==> src/rtl/piso_tx_scheduler_if.sv <==
// Request/serial-link bundle for piso_tx_scheduler.
// The scheduler sits on the slave modport; the requesters and link consumer use master.
interface piso_tx_scheduler_if #(
    parameter int unsigned WIDTH = 4
);
    logic [1:0]       req_valid;
    logic [WIDTH-1:0] req_data0;
    logic [WIDTH-1:0] req_data1;
    logic [1:0]       req_ready;
    logic             stall;
    logic             sout;
    logic             sout_valid;
    logic             sout_first;
    logic             sout_last;
    logic             sout_owner;
    logic             busy;

    modport master (
        output req_valid,
        output req_data0,
        output req_data1,
        output stall,
        input  req_ready,
        input  sout,
        input  sout_valid,
        input  sout_first,
        input  sout_last,
        input  sout_owner,
        input  busy
    );

    modport slave (
        input  req_valid,
        input  req_data0,
        input  req_data1,
        input  stall,
        output req_ready,
        output sout,
        output sout_valid,
        output sout_first,
        output sout_last,
        output sout_owner,
        output busy
    );
endinterface

==> src/rtl/piso_tx_scheduler.sv <==
// Two-requester round-robin PISO serializer: loads a granted word, shifts it out LSB-first.
// Define PISO_TX_PARITY_EN to append an even-parity bit to every frame.
module piso_tx_scheduler #(
    parameter int unsigned WIDTH = 4
) (
    input logic                    clk,
    input logic                    rst_n,
    piso_tx_scheduler_if.slave     tx
);

    localparam int unsigned CntW = (WIDTH > 1) ? $clog2(WIDTH) : 1;
    localparam logic [CntW-1:0] CntLast = CntW'(WIDTH - 1);

`ifdef PISO_TX_PARITY_EN
    typedef enum logic [1:0] {StIdle, StShift, StParity} state_e;
`else
    typedef enum logic [0:0] {StIdle, StShift} state_e;
`endif

    state_e           state_q, state_d;
    logic [WIDTH-1:0] shreg_q, shreg_d;
    logic [CntW-1:0]  cnt_q, cnt_d;
    logic             owner_q, owner_d;
    logic             rr_q, rr_d;
`ifdef PISO_TX_PARITY_EN
    logic             parity_q, parity_d;
`endif

    logic             grant;
    logic             accept;
    logic [WIDTH-1:0] grant_data;

    // Single requester always wins; the pointer only breaks ties.
    always_comb begin
        grant = 1'b0;
        unique case (tx.req_valid)
            2'b01:   grant = 1'b0;
            2'b10:   grant = 1'b1;
            2'b11:   grant = rr_q;
            default: grant = 1'b0;
        endcase
    end

    assign accept     = rst_n && (state_q == StIdle) && (|tx.req_valid);
    assign grant_data = grant ? tx.req_data1 : tx.req_data0;

    always_comb begin
        state_d  = state_q;
        shreg_d  = shreg_q;
        cnt_d    = cnt_q;
        owner_d  = owner_q;
        rr_d     = rr_q;
`ifdef PISO_TX_PARITY_EN
        parity_d = parity_q;
`endif
        unique case (state_q)
            StIdle: begin
                if (accept) begin
                    shreg_d  = grant_data;
                    owner_d  = grant;
                    cnt_d    = '0;
                    rr_d     = ~grant;
                    state_d  = StShift;
`ifdef PISO_TX_PARITY_EN
                    parity_d = ^grant_data;
`endif
                end
            end
            StShift: begin
                if (!tx.stall) begin
                    shreg_d = shreg_q >> 1;
                    if (cnt_q == CntLast) begin
                        cnt_d   = '0;
`ifdef PISO_TX_PARITY_EN
                        state_d = StParity;
`else
                        state_d = StIdle;
`endif
                    end else begin
                        cnt_d = cnt_q + CntW'(1);
                    end
                end
            end
`ifdef PISO_TX_PARITY_EN
            StParity: begin
                if (!tx.stall) begin
                    state_d = StIdle;
                end
            end
`endif
            default: state_d = StIdle;
        endcase
    end

    always_ff @(posedge clk or negedge rst_n) begin
        if (!rst_n) begin
            state_q  <= StIdle;
            shreg_q  <= '0;
            cnt_q    <= '0;
            owner_q  <= 1'b0;
            rr_q     <= 1'b0;
`ifdef PISO_TX_PARITY_EN
            parity_q <= 1'b0;
`endif
        end else begin
            state_q  <= state_d;
            shreg_q  <= shreg_d;
            cnt_q    <= cnt_d;
            owner_q  <= owner_d;
            rr_q     <= rr_d;
`ifdef PISO_TX_PARITY_EN
            parity_q <= parity_d;
`endif
        end
    end

    // Link outputs come from registered state only; stall gates the qualifiers.
    always_comb begin
        tx.req_ready  = 2'b00;
        tx.sout       = 1'b0;
        tx.sout_valid = 1'b0;
        tx.sout_first = 1'b0;
        tx.sout_last  = 1'b0;
        tx.sout_owner = owner_q;
        tx.busy       = (state_q != StIdle);

        if (accept) begin
            tx.req_ready = grant ? 2'b10 : 2'b01;
        end

        unique case (state_q)
            StShift: begin
                tx.sout       = shreg_q[0];
                tx.sout_valid = ~tx.stall;
                tx.sout_first = ~tx.stall & (cnt_q == '0);
`ifndef PISO_TX_PARITY_EN
                tx.sout_last  = ~tx.stall & (cnt_q == CntLast);
`endif
            end
`ifdef PISO_TX_PARITY_EN
            StParity: begin
                tx.sout       = parity_q;
                tx.sout_valid = ~tx.stall;
                tx.sout_last  = ~tx.stall;
            end
`endif
            default: ;
        endcase
    end

    a_ready_onehot: assert property (@(posedge clk) disable iff (!rst_n)
        $onehot0(tx.req_ready));
    a_ready_idle_only: assert property (@(posedge clk) disable iff (!rst_n)
        (tx.req_ready != 2'b00) |-> !tx.busy);
    a_valid_in_frame: assert property (@(posedge clk) disable iff (!rst_n)
        tx.sout_valid |-> tx.busy);

endmodule

==> src/flat_wrapper.sv <==
// flat-port wrapper written by rule: the top's interface ports become plain ports
module piso_tx_scheduler_flat 
#(
    parameter int unsigned WIDTH = 4
)
  (clk, rst_n, tx_req_valid, tx_req_data0, tx_req_data1, tx_stall, tx_req_ready, tx_sout, tx_sout_valid, tx_sout_first, tx_sout_last, tx_sout_owner, tx_busy);
  piso_tx_scheduler_if #(.WIDTH(WIDTH)) tx_i ();
  input logic clk;
  input logic rst_n;
  input wire logic [$bits(tx_i.req_valid)-1:0] tx_req_valid;
  input wire logic [$bits(tx_i.req_data0)-1:0] tx_req_data0;
  input wire logic [$bits(tx_i.req_data1)-1:0] tx_req_data1;
  input wire logic [$bits(tx_i.stall)-1:0] tx_stall;
  output wire logic [$bits(tx_i.req_ready)-1:0] tx_req_ready;
  output wire logic [$bits(tx_i.sout)-1:0] tx_sout;
  output wire logic [$bits(tx_i.sout_valid)-1:0] tx_sout_valid;
  output wire logic [$bits(tx_i.sout_first)-1:0] tx_sout_first;
  output wire logic [$bits(tx_i.sout_last)-1:0] tx_sout_last;
  output wire logic [$bits(tx_i.sout_owner)-1:0] tx_sout_owner;
  output wire logic [$bits(tx_i.busy)-1:0] tx_busy;
  assign tx_i.req_valid = tx_req_valid;
  assign tx_i.req_data0 = tx_req_data0;
  assign tx_i.req_data1 = tx_req_data1;
  assign tx_i.stall = tx_stall;
  assign tx_req_ready = tx_i.req_ready;
  assign tx_sout = tx_i.sout;
  assign tx_sout_valid = tx_i.sout_valid;
  assign tx_sout_first = tx_i.sout_first;
  assign tx_sout_last = tx_i.sout_last;
  assign tx_sout_owner = tx_i.sout_owner;
  assign tx_busy = tx_i.busy;
  piso_tx_scheduler #(.WIDTH(WIDTH)) u_core (.clk(clk), .rst_n(rst_n), .tx(tx_i));
endmodule
==> config.mk <==
export PLATFORM = sky130hd
export DESIGN_NAME = piso_tx_scheduler_flat
export DESIGN_NICKNAME = d
export VERILOG_FILES = /design/src/rtl/piso_tx_scheduler_if.sv /design/src/rtl/piso_tx_scheduler.sv /design/src/flat_wrapper.sv
export SDC_FILE = /design/constraint.sdc
export NUM_CORES = 1
export LEC_CHECK = 0
export BUFFER_PORTS_ARGS = -buffer_cell sky130_fd_sc_hd__buf_2
export CAP_MARGIN = 20
export CORE_UTILIZATION = 40
export CTS_CLUSTER_DIAMETER = 100
export DETAILED_ROUTE_END_ITERATION = 6
export GPL_TIMING_DRIVEN = 0
export PLACE_DENSITY = 0.71
export SLEW_MARGIN = 10
export SYNTH_ARGS = -nofsm -noshare
export SYNTH_HDL_FRONTEND = slang
export SYNTH_SLANG_ARGS = --single-unit
==> constraint.sdc <==
create_clock -name clk -period 1.21 [get_ports clk]
set_clock_uncertainty 0.1 [all_clocks]
set_input_delay 0.1815 -clock clk [delete_from_list [all_inputs] [get_ports clk]]
set_output_delay 0.1815 -clock clk [all_outputs]
set_load 0.005 [all_outputs]
# --- Yosys cells after proc, flatten, opt, wreduce, memory -nomap -nowiden ---
# Cells that the tools add are included.
# W data, S select, Z words.
word_totals:
  reg_bits: 9
  inputBits: 13
  output_inout_bits: 8
op_classes:
  add_sub_neg: 1
  n_eq_ne: 5
  mux: 19
  bitwise: 5
  n_reduce_logical: 6
ops:
  columns: ["op", "count"]
  rows:
  - ["$mux W4", 3]
  - ["$mux W2", 5]
  - ["$pmux W4 S2", 1]
  - ["$mux W1", 7]
  - ["$eq A2 B2 Y1 const B", 3]
  - ["$pmux W1 S2", 2]
  - ["$pmux W2 S2", 1]
  - ["$reduce_and A2 Y1", 2]
  - ["$not A1 Y1", 3]
  - ["$add A2 B1 Y2 const B", 1]
  - ["$and A1 B1 Y1", 2]
  - ["$logic_and A1 B1 Y1", 2]
  - ["$logic_not A2 Y1", 1]
  - ["$ne A2 B1 Y1 const B", 1]
  - ["$ne A2 B2 Y1 const B", 1]
  - ["$reduce_or A2 Y1", 1]

# --- Logic depth before layout (Yosys ltp) ---
# Gate-level depths: netlist of run 1.
depth:
  depth_word: 5
  ltp_mapped: 5
  mapped_depth_nobuf: 4

# --- Worst setup path before layout of run 1 ---
# OpenSTA, ideal clock, no wires.
synth_path:
  path_kind: "reg2reg"
  from: "register u_core.state_q (netlist: u_core.tx.busy)"
  to: "register u_core.shreg_q[0]"
  setup_ns: 0.064
  arrival_ns: 1.109
  setup_slack_ns: -0.063
  stages_incl_launch_ff: 6
  n_path_buf: 1
  period_less_slack_ns: 1.273
  cell_sequence: "dfrtp_1 inv_1 o211ai_1 buf_4 a222oi_1 a21o_1"
synth_between:
  elab_chain_cells: 5
  word_cells_on_any_way: 7
  classes_between: "eq/ne: 2; mux: 1; bitwise: 1; reduce/logical: 3"
synth_rtl:
  columns: ["element", "line", "source"]
  rows:
  - ["from (decl)", "piso_tx_scheduler.sv:20", "state_e state_q, state_d;"]
  - ["from (signal assigned)", "piso_tx_scheduler.sv:97", "state_q <= StIdle;"]
  - ["from (signal assigned)", "piso_tx_scheduler.sv:106", "state_q <= state_d;"]
  - ["$not A1 Y1 (no line)", null, null]
  - ["$logic_and A1 B1 Y1 (2 in a row)", "piso_tx_scheduler.sv:44", "assign accept = rst_n && (state_q == StIdle) && (|tx.req_valid);"]
  - ["$ne A2 B1 Y1 (no line)", null, null]
  - ["$reduce_and A2 Y1 (no line)", null, null]
  - ["to (signal assigned)", "piso_tx_scheduler.sv:107", "shreg_q <= shreg_d;"]
  - ["to (decl)", "piso_tx_scheduler.sv:21", "logic [WIDTH-1:0] shreg_q, shreg_d;"]
# Parallel ways exist; a longest one is shown, timed or not.
# A chain may end at the register's enable or synchronous reset.

# --- Final worst setup path of run 1 ---
layout_path:
  from: "register u_core.state_q (netlist: u_core.tx.busy)"
  to: "register u_core.shreg_q[1]"
# The elaborated chain is that of the path after synthesis.

==> flow_summary.toml, run 1 <==
[outcome]
status = "complete, but fails checks"
violations = "setup timing"

[logic_synthesis]
ys.warnings.count = 0
yosys.area.top_type_share_pct = 43.0
yosysSeqAreaShare_pct = 43.0
async_flop_share_pct = 100
syn_area_per_cell_um2 = 9.20
synth_most_common_cell = "dfrtp_1"
synth_seq_cells = 9
synth-edff-count = 0
syn_inst = 57
synth_top_area_cell = "dfrtp_1"
synth_common_cells = "dfrtp_1 (9), inv_1 (8), nand2_1 (6)"
synthesis.area_um2 = 524
synth_nets = 72
synth-main-ff-cell = "dfrtp_1"
synth.distinct_cells = 22
synth.area.top_cells = "dfrtp_1 (43%), a222oi_1 (5.7%), a21o_1 (5.7%)"

[die]
die_y_um = 38.2
die_area_um2 = 1460
rows = 12
io_pins = 21
coreArea_um2 = 1160
initial_core_util_pct = 45.3
die_w_um = 38.2

[worst_setup_path]
slowest_delay_ns = 0.43
ff2ff_path_depth = 7
worstPathRequired_ns = 1.32
crit_type = "reg -> reg"
reg2reg_slack_ns = -0.37
cpMostUsedCell = "buf_4"
cp_max_fo = 4
crit_slowest_cell = "dfrtp_1"
rr_startpoint = "u_core.tx.busy$_DFF_PN0_"
cp.depth = 7
cp_cell_sequence = "inv_2 > o211ai_1 > buf_4 > buf_4 > buf_6 > a222oi_1 > a21o_1"
arrival_ns = 1.69
cp-endpoint = "u_core.shreg_q[1]$_DFFE_PN0P_"
worst_path_dominant_cell_family = "buffers and inverters"
cp-start-kind = "register"
worst_setup_path_end_kind = "register"
startpoint = "u_core.tx.busy$_DFF_PN0_"
path_buf_inv = 4
r2r_end = "u_core.shreg_q[1]$_DFFE_PN0P_"

[clock_network]
clock_path_buffers = 2
htree_levels = 1
clock_latency_ns = 0.27
clkSlewWorstSetupHoldPaths_ns = 0.07
cts_tree = "yes"
cts_sinks = 9
cts-root-buf = "clkbuf_4"
cts_buffers = 3

[power]
ir_worst_vdd_mv = 1.11
power_leakage_nw = 0.459
powerDensity_nw_per_um2 = 1960

[sta]
setup_violations = 15
fmax_mhz = 635
fin_ws_ns = -0.365
slew_headroom_pct = 70.9
rsz0062_at_grt = "yes"
slew_viol_final = 0
hold_viol = 0
tns_ns = -3.49
tightestPinTransition_ns = 0.435
post-route-min-period_ns = 1.58
timing.final.crit_share_pct = 130

[routing]
drc = 0
drt_wl_total_mm = 1.36
viasPerCell = 5.11
antenna_left = 0
wl_per_cell_um = 13.0
first_pass_iters = 4
drtIter0Drc = 10
num_vias = 537

[layout]
finalNetCount = 107
syn_to_final_growth_pct = 53.9
antenna_cells = 0
drive_above_1_share_pct = 53.8
final_cells = 105

[place]
dp_cells = 91
dp_hpwl_um = 748
pre_cts_slack_ns = -0.176
numPortBuffers = 20
place.gp.congestion = 0.764

[global_routing]
grt-ovfl-total = 0
grt_pass1_vias = 437
antenna_found_initial = 0
grt_pass1_wl_mm = 1.94
grtUsageTotal_pct = 20.9
grt_max_degree = 10

[min_path]
hold_class = "in -> reg"

[run]
cap_violations = 0
kinds of logic (layout without fill, tap and decap cells):
kind of cell | Yosys count | count (layout) | share of synthesized area [%]
and+or+nand+nor | 17 | 17 | 19.3
AOI/OAI and AO/OA | 15 | 15 | 20.3
buffers and inverters | 13 | 47 | 10.7
DFF | 9 | 9 | 43.0
adders and majority gates | 2 | 2 | 4.77
muxes | 1 | 1 | 1.91
stage by stage:
step           hold slack [ns]  util [%]  area (µm²)  power, mW
5_1_grt                 0.0929      69.8         807       1.70
6_report                0.0791      69.8         807       1.58
3_5_place_dp           -0.0479      55.8         646       1.10
4_1_cts                 0.0793      66.1         764       1.49
3_3_place_gp           -0.0463      55.8         646       1.08
2_1_floorplan           -0.214         -         528      0.918
registers in the layout (all words and copies together), names as in the netlist:
signal	cells
u_core.tx.sout_owner	1
u_core.tx.busy	1
u_core.rr_q	1
u_core.cnt_q	2
u_core.shreg_q	4
cells in the final DEF (no fill, tap or decap), types with 2 or more instances in the layout:
| cell type | n |
|---|---|
| buf_6 | 6 |
| nand2_1 | 3 |
| nand2_2 | 3 |
| buf_2 | 19 |
| inv_1 | 7 |
| a21oi_2 | 2 |
| a222oi_1 | 3 |
| dfrtp_1 | 9 |
| clkinv_1 | 2 |
| o21ai_2 | 2 |
| clkbuf_4 | 3 |
| and2_1 | 3 |
| a21o_1 | 4 |
| buf_4 | 6 |
| ha_1 | 2 |
| inv_2 | 2 |
power by group:
group / switching, mW / internal (mW) / total [mW] / leakage, nW
clock: 0.115 / 0.127 / 0.242 / 0.0150
combinational: 0.353 / 0.454 / 0.808 / 0.334
sequential: 0.0978 / 0.435 / 0.533 / 0.110
worst min-delay path by stage:
stage	from	endpoint	cells after the start
final	tx_stall	u_core.tx.busy$_DFF_PN0_	3
after global routing	tx_stall	u_core.tx.busy$_DFF_PN0_	3
after CTS	tx_stall	u_core.tx.busy$_DFF_PN0_	3
after detailed placement	rst_n	u_core.cnt_q[0]$_DFFE_PN0P_	1
after global placement	rst_n	u_core.cnt_q[0]$_DFFE_PN0P_	1
after floorplan	rst_n	u_core.cnt_q[0]$_DFFE_PN0P_	0
repair_timing:
action                                  4_1_cts  5_1_grt
setup buffers                                 8        5
endpoints found under the hold margin         9        0
gates resized for setup                       8        9
endpoints found under the setup margin       12       16
pin swaps                                     7        4
hold buffers                                  1        0
routing by layer:
metal | track usage [%] | up-vias | part of all wire (%)
met5 | 0 | - | 0
met4 | 13.4 | 0 | 2.5
met3 | 8.72 | 4 | 6.3
met2 | 31.8 | 20 | 47
met1 | 23.7 | 256 | 44
li1 | - | 257 | -
layout make-up:
| class | instances | area (µm²) |
|---|---|---|
| well taps | 14 | 17.5 |
| repair buffers | 31 | 210 |
| plain buffers | 1 | 7.51 |
| flip-flops and latches | 9 | 225 |
| fillers | 100 | 349 |
| clock buffers | 4 | 26.3 |
| multi-input cells | 35 | 279 |
| inverters | 11 | 41.3 |
worst reg2reg max path, cell delays in order, from the launching register on:
cell	delay, ns
dfrtp_1	0.43
inv_2	0.08
o211ai_1	0.11
buf_4	0.18
buf_4	0.13
buf_6	0.11
a222oi_1	0.27
a21o_1	0.12
Note: power is estimated with default switching activity, not from simulation.
==> inputs of run 2 (changes only) <==
- BUFFER_PORTS_ARGS: -buffer_cell sky130_fd_sc_hd__buf_2 -> -buffer_cell sky130_fd_sc_hd__buf_4
- GPL_TIMING_DRIVEN: 0 -> not set
==> flow_summary.toml, run 2 (synthesis results as in run 1) <==
[outcome]
status = "complete, but fails checks"
violations = "setup timing"

[sta]
timing.final.crit_share_pct = 123
setup_violations = 14
fin_ws_ns = -0.275
slew_headroom_pct = 77.3
slew_viol_final = 0
rsz0062_at_grt = "yes"
post-route-min-period_ns = 1.48
fmax_mhz = 673
hold_viol = 0
tightestPinTransition_ns = 0.341

[routing]
drt_wl_total_mm = 1.46
drtIter0Drc = 8
num_vias = 558
first_pass_iters = 4
viasPerCell = 5.03
wl_per_cell_um = 13.1
antenna_left = 0
drc = 0

[layout]
drive_above_1_share_pct = 57.7
finalNetCount = 113
antenna_cells = 0
reg_top3 = "u_core.shreg_q (4), u_core.cnt_q (2)"
syn_to_final_growth_pct = 73.3
layout_common_cells = "buf_4 (29), dfrtp_1 (9), buf_6 (8)"
largest_reg_flops = 4
top_register = "u_core.shreg_q"
utilization_pct = 78.6
layout_commonest_cell = "buf_4"

[die]
coreArea_um2 = 1160
die_w_um = 38.2
die_area_um2 = 1460
initial_core_util_pct = 45.3
rows = 12
die_y_um = 38.2
io_pins = 21

[worst_setup_path]
worst_setup_path_end_kind = "output port"
cpMostUsedCell = "buf_4"
slowest_delay_ns = 0.41
cp_max_fo = 4
crit_type = "reg -> out"
arrival_ns = 1.20
crit_slowest_cell = "dfrtp_1"
cp_cell_sequence = "inv_2 > o211ai_1 > buf_4 > a21oi_2 > buf_4"
cp-start-kind = "register"
worstPathRequired_ns = 0.93

[place]
dp_hpwl_um = 970
pre_cts_slack_ns = -0.156
numPortBuffers = 20
place.gp.congestion = 0.750

[power]
powerDensity_nw_per_um2 = 1890
power_leakage_nw = 0.500
ir_worst_vdd_mv = 1.21

[global_routing]
grtUsageTotal_pct = 23.3
use_met3_pct = 5.23
busiest_layer = "met2"
grt_pass1_vias = 512
grt_max_degree = 10
grt_pass1_wl_mm = 2.22
grt-ovfl-total = 0
grtUsageMet2_pct = 39.0
met1_usage_pct = 27.9
antenna_found_initial = 0

[clock_network]
cts-root-buf = "clkbuf_4"
clock_path_buffers = 2
cts_tree = "yes"
cts_sinks = 9
clock_latency_ns = 0.26
htree_levels = 1
clkSlewWorstSetupHoldPaths_ns = 0.06
cts_buffers = 3

[run]
cap_violations = 0

[min_path]
hold_class = "in -> reg"
-- run 2: changes by cell type in the layout (fill, tap and decap cells not counted) --
cell / change
ha_1: -1
buf_4: +23
buf_6: +2
ha_2: +1
buf_2: -19
and2_4: +1
o21ai_1: +1
o21ai_2: -1
and2_1: -1
-- run 2: routing by layer --
| metal | wire, µm | up-vias |
|---|---|---|
| met5 | 0 | - |
| li1 | - | 269 |
| met2 | 749 | 21 |
| met4 | 9 | 0 |
| met3 | 71 | 2 |
| met1 | 626 | 266 |
-- run 2: worst max-delay path, delay by kind of cell, from the launching register on --
kind / cells / cell delay (ns)
buffers and inverters: 3 / 0.35
DFF: 1 / 0.41
AOI/OAI and AO/OA: 2 / 0.19
-- run 2: power breakdown --
part           switching (mW)  total [mW]  internal, mW  leakage, nW
Combinational           0.373       0.949         0.576        0.375
Clock                   0.108       0.235         0.127       0.0150
Sequential             0.0938       0.529         0.435        0.110
-- run 2: what timing repair did --
item,in CTS,in global routing
pin swaps,8,2
resized for setup,12,8
hold endpoints to repair,9,0
hold buffers,1,0
setup buffers,8,1
setup endpoints to repair,14,15
-- run 2: final timing paths --
check / from / endpoint / slack, ns / cells past startpoint
max: u_core.tx.busy$_DFF_PN0_ / tx_req_ready[0] / -0.27 / 5
min in group asynchronous: rst_n / u_core.rr_q$_DFFE_PN0P_ / 0.30 / 3
max reg2reg: u_core.tx.busy$_DFF_PN0_ / u_core.cnt_q[0]$_DFFE_PN0P_ / -0.21 / 6
max in group asynchronous: rst_n / u_core.shreg_q[1]$_DFFE_PN0P_ / 0.57 / 3
min reg2reg: u_core.shreg_q[0]$_DFFE_PN0P_ / u_core.shreg_q[0]$_DFFE_PN0P_ / 0.37 / 1
min: tx_stall / u_core.tx.busy$_DFF_PN0_ / 0.09 / 3
-- run 2: area by class of cell --
| class | count | area [µm²] |
|---|---|---|
| clock buffers | 4 | 26.3 |
| fillers | 89 | 248 |
| inverters | 11 | 41.3 |
| multi-input cells | 35 | 280 |
| flip-flops and latches | 9 | 225 |
| well taps | 14 | 17.5 |
| repair buffers | 38 | 318 |
-- run 2: stage by stage --
stage | hold slack [ns] | TNS [ns] | cells | area [µm²] | total power [mW]
3_3_place_gp | 0.0149 | -0.602 | 98 | 744 | 1.20
5_1_grt | 0.0973 | -3.42 | 111 | 908 | 1.84
2_1_floorplan | -0.214 | -0.101 | 57 | 528 | 0.918
4_1_cts | 0.0704 | -2.54 | 111 | 880 | 1.65
3_5_place_dp | 0.0202 | -0.694 | 98 | 744 | 1.22
6_report | 0.0932 | -2.65 | 111 | 908 | 1.71
==> inputs of run 3 (changes only) <==
- CELL_PAD_IN_SITES_DETAIL_PLACEMENT: not set -> 1
- CELL_PAD_IN_SITES_GLOBAL_PLACEMENT: not set -> 2
- CORE_UTILIZATION: 40 -> 23
- PLACE_DENSITY: 0.71 -> not set
- PLACE_DENSITY_LB_ADDON: not set -> 0.1
- SLEW_MARGIN: 10 -> not set
==> flow_summary.toml, run 3 (synthesis results as in run 1) <==
[outcome]
status = "complete, but fails checks"
violations = "setup timing"

[global_routing]
grt-ovfl-total = 0
grt_pass1_vias = 556
grt_pass1_wl_mm = 2.73
met1_usage_pct = 19.1
grtUsageMet2_pct = 23.4
antenna_found_initial = 0
busiest_layer = "met2"
grtUsageTotal_pct = 15.1
grt_max_degree = 10
use_met3_pct = 5.25

[place]
dp_hpwl_mm = 1.02
numPortBuffers = 20
place.gp.congestion = 0.728

[sta]
fmax_mhz = 640
setup_violations = 15
rsz0062_at_grt = "yes"
post-route-min-period_ns = 1.56
fin_ws_ns = -0.351
tightestPinTransition_ns = 0.455
hold_slack_ns = 0.0581
slew_viol_final = 0
hold_viol = 0
slew_headroom_pct = 69.6
timing.final.crit_share_pct = 129

[min_path]
hold_class = "in -> reg"

[routing]
antenna_left = 0
drc = 0
first_pass_iters = 4
drt_wl_total_mm = 1.53
num_vias = 560
wl_per_cell_um = 12.1
drtIter0Drc = 11
viasPerCell = 4.44

[layout]
top_register = "u_core.shreg_q"
largest_reg_flops = 4
reg_top3 = "u_core.shreg_q (4), u_core.cnt_q (2)"
layout_common_cells = "buf_4 (32), dfrtp_1 (9), inv_1 (7), buf_6 (7), nand2_1 (5)"
syn_to_final_growth_pct = 77.8
finalNetCount = 115
antenna_cells = 0
drive_above_1_share_pct = 58.6
utilization_pct = 45.6
layout_commonest_cell = "buf_4"

[power]
power_leakage_nw = 0.511
ir_worst_vdd_mv = 0.820
powerDensity_nw_per_um2 = 1880

[die]
initial_core_util_pct = 25.7
coreArea_um2 = 2040
die_w_um = 49.7
rows = 16
die_area_um2 = 2470
die_y_um = 49.7
io_pins = 21

[worst_setup_path]
rr_startpoint = "u_core.tx.busy$_DFF_PN0_"
cp-start-kind = "register"
startpoint = "u_core.tx.busy$_DFF_PN0_"
cp_max_fo = 3
worstPathRequired_ns = 0.93
arrival_ns = 1.28
cp-endpoint = "tx_sout"
r2r_end = "u_core.cnt_q[0]$_DFFE_PN0P_"
worst_setup_path_end_kind = "output port"
crit_type = "reg -> out"
ff2ff_path_depth = 5
reg2reg_slack_ns = -0.23

[clock_network]
cts_buffers = 3
cts_sinks = 9
cts-root-buf = "clkbuf_4"
clkSlewWorstSetupHoldPaths_ns = 0.06
htree_levels = 1
cts_tree = "yes"
clock_path_buffers = 2
clock_latency_ns = 0.27

[run]
cap_violations = 0
## run 3: final cells by class
cell class	instances	area [µm²]
Timing Repair Buffer	40	329
Tap cell	27	33.8
Clock buffer	4	26.3
Inverter	11	41.3
Multi-Input combinational cell	35	277
Fill cell	262	1110
Sequential cell	9	225
## run 3: per-layer routing
metal | vias up | routed length [µm]
met5 | - | 0
met4 | 0 | 14
met3 | 2 | 77
met2 | 16 | 747
met1 | 266 | 686
li1 | 276 | -
## run 3: how the worst min path moves through the flow
stage,from,endpoint,depth (start not counted)
detailed placement,rst_n,u_core.shreg_q[0]$_DFFE_PN0P_,2
CTS,tx_stall,u_core.tx.busy$_DFF_PN0_,3
floorplan,rst_n,u_core.cnt_q[0]$_DFFE_PN0P_,0
global route,tx_stall,u_core.tx.busy$_DFF_PN0_,3
finish,tx_stall,u_core.tx.busy$_DFF_PN0_,3
global placement,rst_n,u_core.shreg_q[0]$_DFFE_PN0P_,2
## run 3: what timing repair did
action | 4_1_cts | 5_1_grt
endpoints found under the setup margin | 16 | 16
pin swaps | 9 | 1
hold buffers | 1 | 0
buffers inserted | 8 | 2
hold endpoints to repair | 9 | 0
gates resized for setup | 11 | 7
## run 3: worst max-delay path, stage by stage (launching register included)
cell and delay (ns):
dfrtp_1 0.40, buf_4 0.14, buf_6 0.10, buf_4 0.12, and2_1 0.12, buf_4 0.13
## run 3: report_power, final
group | switching (mW) | internal [mW] | total [mW] | leakage [nW]
Combinational | 0.374 | 0.609 | 0.983 | 0.386
Clock | 0.118 | 0.128 | 0.246 | 0.0150
Sequential | 0.0902 | 0.435 | 0.526 | 0.110
## run 3: metrics by stage
step	setup WS (ns)	cells	cell area [µm²]	power, mW	setup TNS [ns]
5_1_grt	-0.434	126	932	1.94	-4.55
6_report	-0.351	126	932	1.75	-3.12
3_5_place_dp	-0.228	111	761	1.24	-2.10
3_3_place_gp	-0.222	111	761	1.23	-2.15
2_1_floorplan	-0.0406	57	528	0.918	-0.101
4_1_cts	-0.295	124	892	1.67	-2.69
